===== src/rtl/uart_rx_pkg.sv =====
// Shared types and constants for the UART receive controller.
// Majority-vote sampling is selected with UART_RX_MAJORITY_VOTE_EN.
package uart_rx_pkg;

    typedef enum logic [2:0] {
        IDLE   = 3'd0,
        START  = 3'd1,
        DATA   = 3'd2,
        PARITY = 3'd3,
        STOP   = 3'd4
    } rx_state_t;

    localparam logic [5:0] PRESCALE_8  = 6'd8;
    localparam logic [5:0] PRESCALE_16 = 6'd16;
    localparam logic [5:0] PRESCALE_32 = 6'd32;

    localparam logic PAR_EVEN = 1'b0;
    localparam logic PAR_ODD  = 1'b1;

    function automatic logic prescale_legal(input logic [5:0] p);
        return (p == PRESCALE_8) || (p == PRESCALE_16) || (p == PRESCALE_32);
    endfunction

endpackage


===== src/rtl/uart_rx_bit_sampler.sv =====
// Mid-bit sampler. With UART_RX_MAJORITY_VOTE_EN it takes a 2-of-3 vote around
// the sample point; otherwise a single sample. Result is valid from edge M+2.
module uart_rx_bit_sampler
    import uart_rx_pkg::*;
(
    input  logic       UCLK,
    input  logic       reset,
    input  logic       RX_IN,
    input  logic [4:0] edge_count,
    input  logic [5:0] prescale,
    output logic       sampled_bit
);

    logic [4:0] w_mid;
    logic       r_s1;
    logic       r_bit;

    assign w_mid       = 5'(prescale >> 1);
    assign sampled_bit = r_bit;

`ifdef UART_RX_MAJORITY_VOTE_EN
    logic r_s0;

    always_ff @(posedge UCLK or posedge reset) begin
        if (reset) begin
            r_s0  <= 1'b1;
            r_s1  <= 1'b1;
            r_bit <= 1'b1;
        end else begin
            if (edge_count == w_mid - 5'd1) r_s0 <= RX_IN;
            if (edge_count == w_mid)        r_s1 <= RX_IN;
            // third sample is taken live at M+1 and folded straight into the vote
            if (edge_count == w_mid + 5'd1)
                r_bit <= (r_s0 & r_s1) | (r_s0 & RX_IN) | (r_s1 & RX_IN);
        end
    end
`else
    always_ff @(posedge UCLK or posedge reset) begin
        if (reset) begin
            r_s1  <= 1'b1;
            r_bit <= 1'b1;
        end else begin
            if (edge_count == w_mid)        r_s1  <= RX_IN;
            // extra stage keeps result timing identical to the voting build
            if (edge_count == w_mid + 5'd1) r_bit <= r_s1;
        end
    end
`endif

endmodule


===== src/rtl/uart_rx_ctrl.sv =====
// UART receive controller: frame FSM, deserializer, parity and stop checks.
// Bit sampling style depends on UART_RX_MAJORITY_VOTE_EN (see sampler).
module uart_rx_ctrl
    import uart_rx_pkg::*;
#(
    parameter int DATA_WIDTH = 8
) (
    input  logic                  UCLK,
    input  logic                  reset,
    input  logic                  RX_IN,
    input  logic [5:0]            prescale,
    input  logic                  PAR_EN,
    input  logic                  PAR_TYP,
    input  logic [4:0]            edge_count,
    input  logic                  edge_count_done,
    output logic                  edge_cnt_en,
    output logic [DATA_WIDTH-1:0] P_DATA,
    output logic                  data_valid,
    output logic                  parity_error,
    output logic                  stop_error,
    output logic                  busy
);

    localparam int IDX_W = (DATA_WIDTH > 1) ? $clog2(DATA_WIDTH) : 1;

    rx_state_t             r_state;
    logic [DATA_WIDTH-1:0] r_shreg;
    logic [DATA_WIDTH-1:0] r_pdata;
    logic [IDX_W-1:0]      r_idx;
    logic                  r_par_en;
    logic                  r_par_typ;
    logic                  r_par_bad;
    logic                  r_dv;
    logic                  r_pe;
    logic                  r_se;
    logic                  w_bit;

    uart_rx_bit_sampler u_sampler (
        .UCLK        (UCLK),
        .reset       (reset),
        .RX_IN       (RX_IN),
        .edge_count  (edge_count),
        .prescale    (prescale),
        .sampled_bit (w_bit)
    );

    assign edge_cnt_en  = (r_state != IDLE);
    assign busy         = (r_state != IDLE);
    assign P_DATA       = r_pdata;
    assign data_valid   = r_dv;
    assign parity_error = r_pe;
    assign stop_error   = r_se;

    always_ff @(posedge UCLK or posedge reset) begin
        if (reset) begin
            r_state   <= IDLE;
            r_shreg   <= '0;
            r_pdata   <= '0;
            r_idx     <= '0;
            r_par_en  <= 1'b0;
            r_par_typ <= PAR_EVEN;
            r_par_bad <= 1'b0;
            r_dv      <= 1'b0;
            r_pe      <= 1'b0;
            r_se      <= 1'b0;
        end else begin
            r_dv <= 1'b0;
            r_pe <= 1'b0;
            r_se <= 1'b0;
            case (r_state)
                IDLE: begin
                    if (!RX_IN && prescale_legal(prescale)) begin
                        r_state   <= START;
                        r_par_en  <= PAR_EN;
                        r_par_typ <= PAR_TYP;
                        r_par_bad <= 1'b0;
                        r_shreg   <= '0;
                        r_idx     <= '0;
                    end
                end
                START: begin
                    if (edge_count_done) begin
                        // a high start sample means the falling edge was a glitch
                        r_state <= w_bit ? IDLE : DATA;
                        r_idx   <= '0;
                    end
                end
                DATA: begin
                    if (edge_count_done) begin
                        r_shreg[r_idx] <= w_bit;
                        if (r_idx == IDX_W'(DATA_WIDTH - 1))
                            r_state <= r_par_en ? PARITY : STOP;
                        else
                            r_idx <= r_idx + 1'b1;
                    end
                end
                PARITY: begin
                    if (edge_count_done) begin
                        if (w_bit != ((^r_shreg) ^ r_par_typ))
                            r_par_bad <= 1'b1;
                        r_state <= STOP;
                    end
                end
                STOP: begin
                    if (edge_count_done) begin
                        r_state <= IDLE;
                        r_se    <= ~w_bit;
                        r_pe    <= r_par_bad;
                        if (w_bit && !r_par_bad) begin
                            r_dv    <= 1'b1;
                            r_pdata <= r_shreg;
                        end
                    end
                end
                default: r_state <= IDLE;
            endcase
        end
    end

endmodule


===== config.mk =====
export PLATFORM = sky130hd
export DESIGN_NAME = uart_rx_ctrl
export DESIGN_NICKNAME = d
export VERILOG_FILES = /design/src/rtl/uart_rx_pkg.sv /design/src/rtl/uart_rx_bit_sampler.sv /design/src/rtl/uart_rx_ctrl.sv
export SDC_FILE = /design/constraint.sdc
export NUM_CORES = 1
export LEC_CHECK = 0
export ABC_AREA = 1
export CAP_MARGIN = 10
export CORE_UTILIZATION = 48
export CTS_CLUSTER_SIZE = 30
export DETAILED_ROUTE_END_ITERATION = 8
export GPL_TIMING_DRIVEN = 0
export PLACE_DENSITY_LB_ADDON = 0.08
export SLEW_MARGIN = 20
export SYNTH_ARGS = -nofsm -noshare
export SYNTH_HDL_FRONTEND = slang
export SYNTH_SLANG_ARGS = --single-unit

===== constraint.sdc =====
create_clock -name UCLK -period 1.35 [get_ports UCLK]
set_input_delay 0.3375 -clock UCLK [delete_from_list [all_inputs] [get_ports UCLK]]
set_output_delay 0.3375 -clock UCLK [all_outputs]
set_load 0.03 [all_outputs]

# Word level (Yosys, flattened, before mapping)
# Index checks and enable logic that the tools add are counted.
[totals] regBits=30 latch_bits=0 ram_bits=0 rom_bits=0 wordCells=86 mem_count=0
[op_classes] addsub=2 n_mul=0 div_mod_pow=0 order_cmp=2 eq_ne=19 shifts=0 mux=30 bitwise_logic=2 reduce_logical=19
[ops] operator="2-to-1 mux 3 bit" n=10
[ops] operator="2-to-1 mux 8 bit" n=2
[ops] operator="!= test 2 bit (second input constant)" n=8
[ops] operator="one-hot mux 8 bit (2 select lines)" n=1
[ops] operator="one-hot mux 3 bit (5 select lines)" n=1
[ops] operator="2-to-1 mux 1 bit" n=11
[ops] operator="equality test 5 bit" n=2
[ops] operator="one-hot mux 3 bit (3 select lines)" n=1
[ops] operator="bitwise mux 8 bit" n=1
[ops] operator="XOR reduction 8 bit" n=1
[ops] operator="equality test 3 x 2 -> 1 bit (second input constant)" n=2
[ops] operator="equality test 3 bit (second input constant)" n=2
[ops] operator="equality test 6 x 4 -> 1 bit (second input constant)" n=1
[ops] operator="equality test 6 x 5 -> 1 bit (second input constant)" n=1
[ops] operator="equality test 6 bit (second input constant)" n=1
[ops] operator="AND reduction 3 bit" n=2
[ops] operator="AND reduction 6 bit" n=1
[ops] operator="nonzero test 3 bit" n=2
[ops] operator="adder 5 x 1 -> 5 bit (second input constant)" n=1
[ops] operator="AND reduction 5 bit" n=1
[ops] operator="< comparator 3 x 4 -> 1 bit (second input constant)" n=1
[ops] operator="AND reduction 4 bit" n=1
[ops] operator="nonzero test 2 bit" n=2
[ops] operator="adder 3 x 1 -> 3 bit (second input constant)" n=1
[ops] operator="other kinds (13)" n=17

# Depth between registers and ports, before layout
[depth] ltp_word=7 ltp_mapped=11 ltp_nobuf=11

# Cells and area by module
# From an unflattened synthesis, not the netlist that was laid out.
[hier_totals] cells_unflattened=273 area_unflattened_um2=1976.9
[modules_own_cells] mod="uart_rx_ctrl" n_inst=1 cells_each=208 area_each_um2=1641.6 seq_area_each_um2=700.7
[modules_own_cells] mod="uart_rx_bit_sampler" n_inst=1 cells_each=65 area_each_um2=335.3 seq_area_each_um2=52.6

# Least setup slack after synthesis
# No wires, ideal clock.
[synth_path] kind="reg-to-output" from="register r_state[0]" to="output edge_cnt_en" t_arrival_ns=1.093 t_required_ns=1.013 slack_ns=-0.081 stages_incl_launch_ff=6 path_cell_list="dfrtp_1 > inv_2 > nand2_2 > nor2_2 > inv_1 > buf_4"
[synth_via] elab_chain_len=1
[synth_rtl] element="from (decl)" line="uart_rx_ctrl.sv:26" rtl="rx_state_t r_state;"
[synth_rtl] element="from (signal assigned)" line="uart_rx_ctrl.sv:84" rtl="r_state <= w_bit ? IDLE : DATA;"
[synth_rtl] element="from (signal assigned)" line="uart_rx_ctrl.sv:92" rtl="r_state <= r_par_en ? PARITY : STOP;"
[synth_rtl] element="nonzero test 3 bit"
[synth_rtl] element="to (decl)" line="uart_rx_ctrl.sv:16" rtl="output logic edge_cnt_en,"
# No other way between the ends.

# Worst setup path after layout
[layout_path] from="register r_state[2]" to="output edge_cnt_en"
[layout_via] elab_chain_len=1
[layout_rtl] element="nonzero test 3 bit" line="uart_rx_ctrl.sv:47" rtl="assign edge_cnt_en = (r_state != IDLE);"
# No other way between the ends.

==> metrics <==
Most used DFF post-synth=dfrtp_1; CTS Buf Count=5; via count=1823; Via-to-Cell Ratio=~4.9; final hold violation count=0; vias in the first global route=between 1500 and 2000; CP bufs+invs=4; Yosys top cell area share=a little under two fifths; largest cells by area after synthesis=dfrtp_1, nand2_1, inv_1; dominant cell type by area after synthesis=dfrtp_1; Yosys reg bits=30; Max-Cap Viols=0; RePlAce Congestion=0.851; Commonest cells post-synth=nand2_1, inv_1, dfrtp_1, nor2_1, o21ai_1; Clock Skews=0.00299 ns; top fanout value on the critical path=4; port bufs=29; Detail Route Antenna Nets=0; fraction of registers with async set/reset=100%; total power=0.00430 W; failing checks=setup timing; Clock transition at path regs=approximately 0.06 ns; Placed Area=roughly 2300 um2; Total Routing Usage GR=about 23%; Mapped Cells=around 260; hold slack final=0.454 ns; most frequent cell after synthesis=nand2_1; row count=22; Slowest Stage Delay on Critical Path=0.43 ns; worst-margin pin slew=approximately 0.62 ns; final WL=4.47 mm; final period utilization=118%; Initial Util=around 51%; Post-synth EDFFs=0; layout cells sized above 1=approximately a third; latest clock arrival within the worst-skew pair=between 0.2 and 0.3 ns; syn_nets=approximately 280; drt pass-1 iters=4; CP cell instances=inv_2, nand2_4, nor2_4, inv_2, buf_6, buf_6; initial antenna violation count=0; family with the most delay on the worst path=flip-flops; Synth cell types=30; Antenna Cells=0; power density over the cells=~1600 nW/um2; CTS root buf=clkbuf_8; required time worst endpoint=between 1 and 1.5 ns; Hold Crit Class=input pin to async pin; arrival time at the worst endpoint=approximately 1.3 ns; DIE HEIGHT=between 60 and 70 um; Leakage=approximately 1.3 nW; WL per Instance=12.1 um; Avg Synthesized Cell Area=between 7 and 8 um2; run status=complete, but fails checks; first-pass GRT wire length=between 7 and 8 mm; Max Slew Vio Count=0; I/O pin cnt=30; sequential fraction of the synthesis area=40.1%; fmax=about 630 MHz; Final #Nets=342; DPL Wire Length=around 2.9 mm; Peak VDD IR=about 760 uV; CTS tree=built; Worst setup EP type=primary output; die area=between 4000 and 5000 um2; Post-CTS Hold Buffers=0; Iteration-0 DRC Markers=around 120; PnR worst setup slack=-0.238 ns; pre-CTS setup slack=-0.574 ns; Post-Syn Area=about 1900 um2; clk sinks=30; CTS H-tree lvls=2; CTS Buffer Depth=2; final setup violation count=24; Layout Cell Area excl Fill=about 2700 um2; critical path's slowest cell=dfrtp_1; DRC=0; Slew HR=58.7%; crit start category=flip-flop; largest net degree at the start of global routing=31; YS warnings=0; Core ar.=between 3000 and 4000 um2; min Tclk post-route=about 1.6 ns; Area growth syn-to-layout=43.0%; unrepaired setup endpoints after global routing=yes; Crit Path Class=flip-flop to primary output; chip width=around 65 um; Overflow after GRT=0
==> power by group <==
part           switching (W)  leakage (nW)  total (W)  internal [W]
logic                0.00136         0.878    0.00238       0.00101
registers           0.000158         0.391    0.00123       0.00107
clock network       0.000343        0.0438   0.000688      0.000345
total                0.00187          1.31    0.00430       0.00243
==> final timing paths <==
| kind | start | slack, ns | end | cells past startpoint |
|---|---|---|---|---|
| setup / recovery | r_state[2] | -0.24 | edge_cnt_en | 6 |
| hold / removal | reset | 0.45 | parity_error | 2 |
| setup reg to reg | r_state[2] | -0.22 | r_shreg[2] | 10 |
| min in group UCLK | u_sampler.r_s1 | 0.48 | u_sampler.r_s1 | 2 |
| max in group asynchronous | reset | 0.45 | r_shreg[2] | 2 |
| hold reg to reg | u_sampler.r_s1 | 0.48 | u_sampler.r_s1 | 2 |
==> stage by stage <==
stage,util (%),cells,TNS (ns)
global placement,60.6,341,-23.13
detailed placement,60.6,341,-12.57
global route,72.4,370,-5.58
CTS,69.4,361,-3.40
floorplan,-,264,-0.177
finish,72.4,370,-3.60
==> flip-flops by register name (all words and copies together), names as in the netlist, 3 cells and up <==
register,count
P_DATA,8
r_state,3
r_idx,3
r_shreg,8
==> area by class of cell <==
| type | instances | area (um2) |
|---|---|---|
| Sequential cell | 30 | 758 |
| Multi-Input combinational cell | 193 | 1130 |
| Tap cell | 48 | 60.1 |
| Clock inverter | 2 | 10.0 |
| Timing Repair Buffer | 51 | 480 |
| Inverter | 37 | 144 |
| Buffer | 4 | 37.5 |
| Fill cell | 292 | 1030 |
| Clock buffer | 5 | 68.8 |
==> kinds of logic after synthesis <==
kind of cell / Yosys count / share of synthesized area, %
flops: 30 / 40.1
buf+inv: 41 / 8.85
compound gates: 40 / 13.0
xor+xnor: 8 / 4.13
simple gates: 142 / 32.0
fa+ha+maj: 3 / 2.00
==> layer usage <==
metal  track usage [%]  share of wire [%]  vias to the layer above  wire, um
li1                  -                  -                      957         -
met1              28.3                 43                      810      1950
met2              39.6                 50                       49      2250
met3              4.93                4.8                        7       214
met4              7.50                1.5                        0        65
met5                 0                  0                        -         0
==> placed cells by master, fill, tap and decap left out, drive strengths merged, types with 3 or more instances in the layout <==
| master | netlist | final |
|---|---|---|
| nor3 | 3 | 3 |
| ha | 3 | 3 |
| clkdlybuf4s50 | 0 | 8 |
| xnor2 | 6 | 6 |
| buf | 3 | 27 |
| o21ai | 34 | 34 |
| dlygate4sd2 | 0 | 5 |
| clkbuf | 1 | 12 |
| nand2 | 85 | 85 |
| dfrtp | 28 | 28 |
| a21oi | 4 | 4 |
| inv | 37 | 37 |
| nand3 | 20 | 20 |
| clkdlybuf4s15 | 0 | 6 |
| nor2 | 31 | 31 |
==> what timing repair did <==
item                       4_1_cts  5_1_grt
gates resized for setup         75       37
gates cloned                     1        0
pin swaps                       15       14
buffers inserted                12        9
setup endpoints to repair       39       37
(Power assumes the default switching activity.)
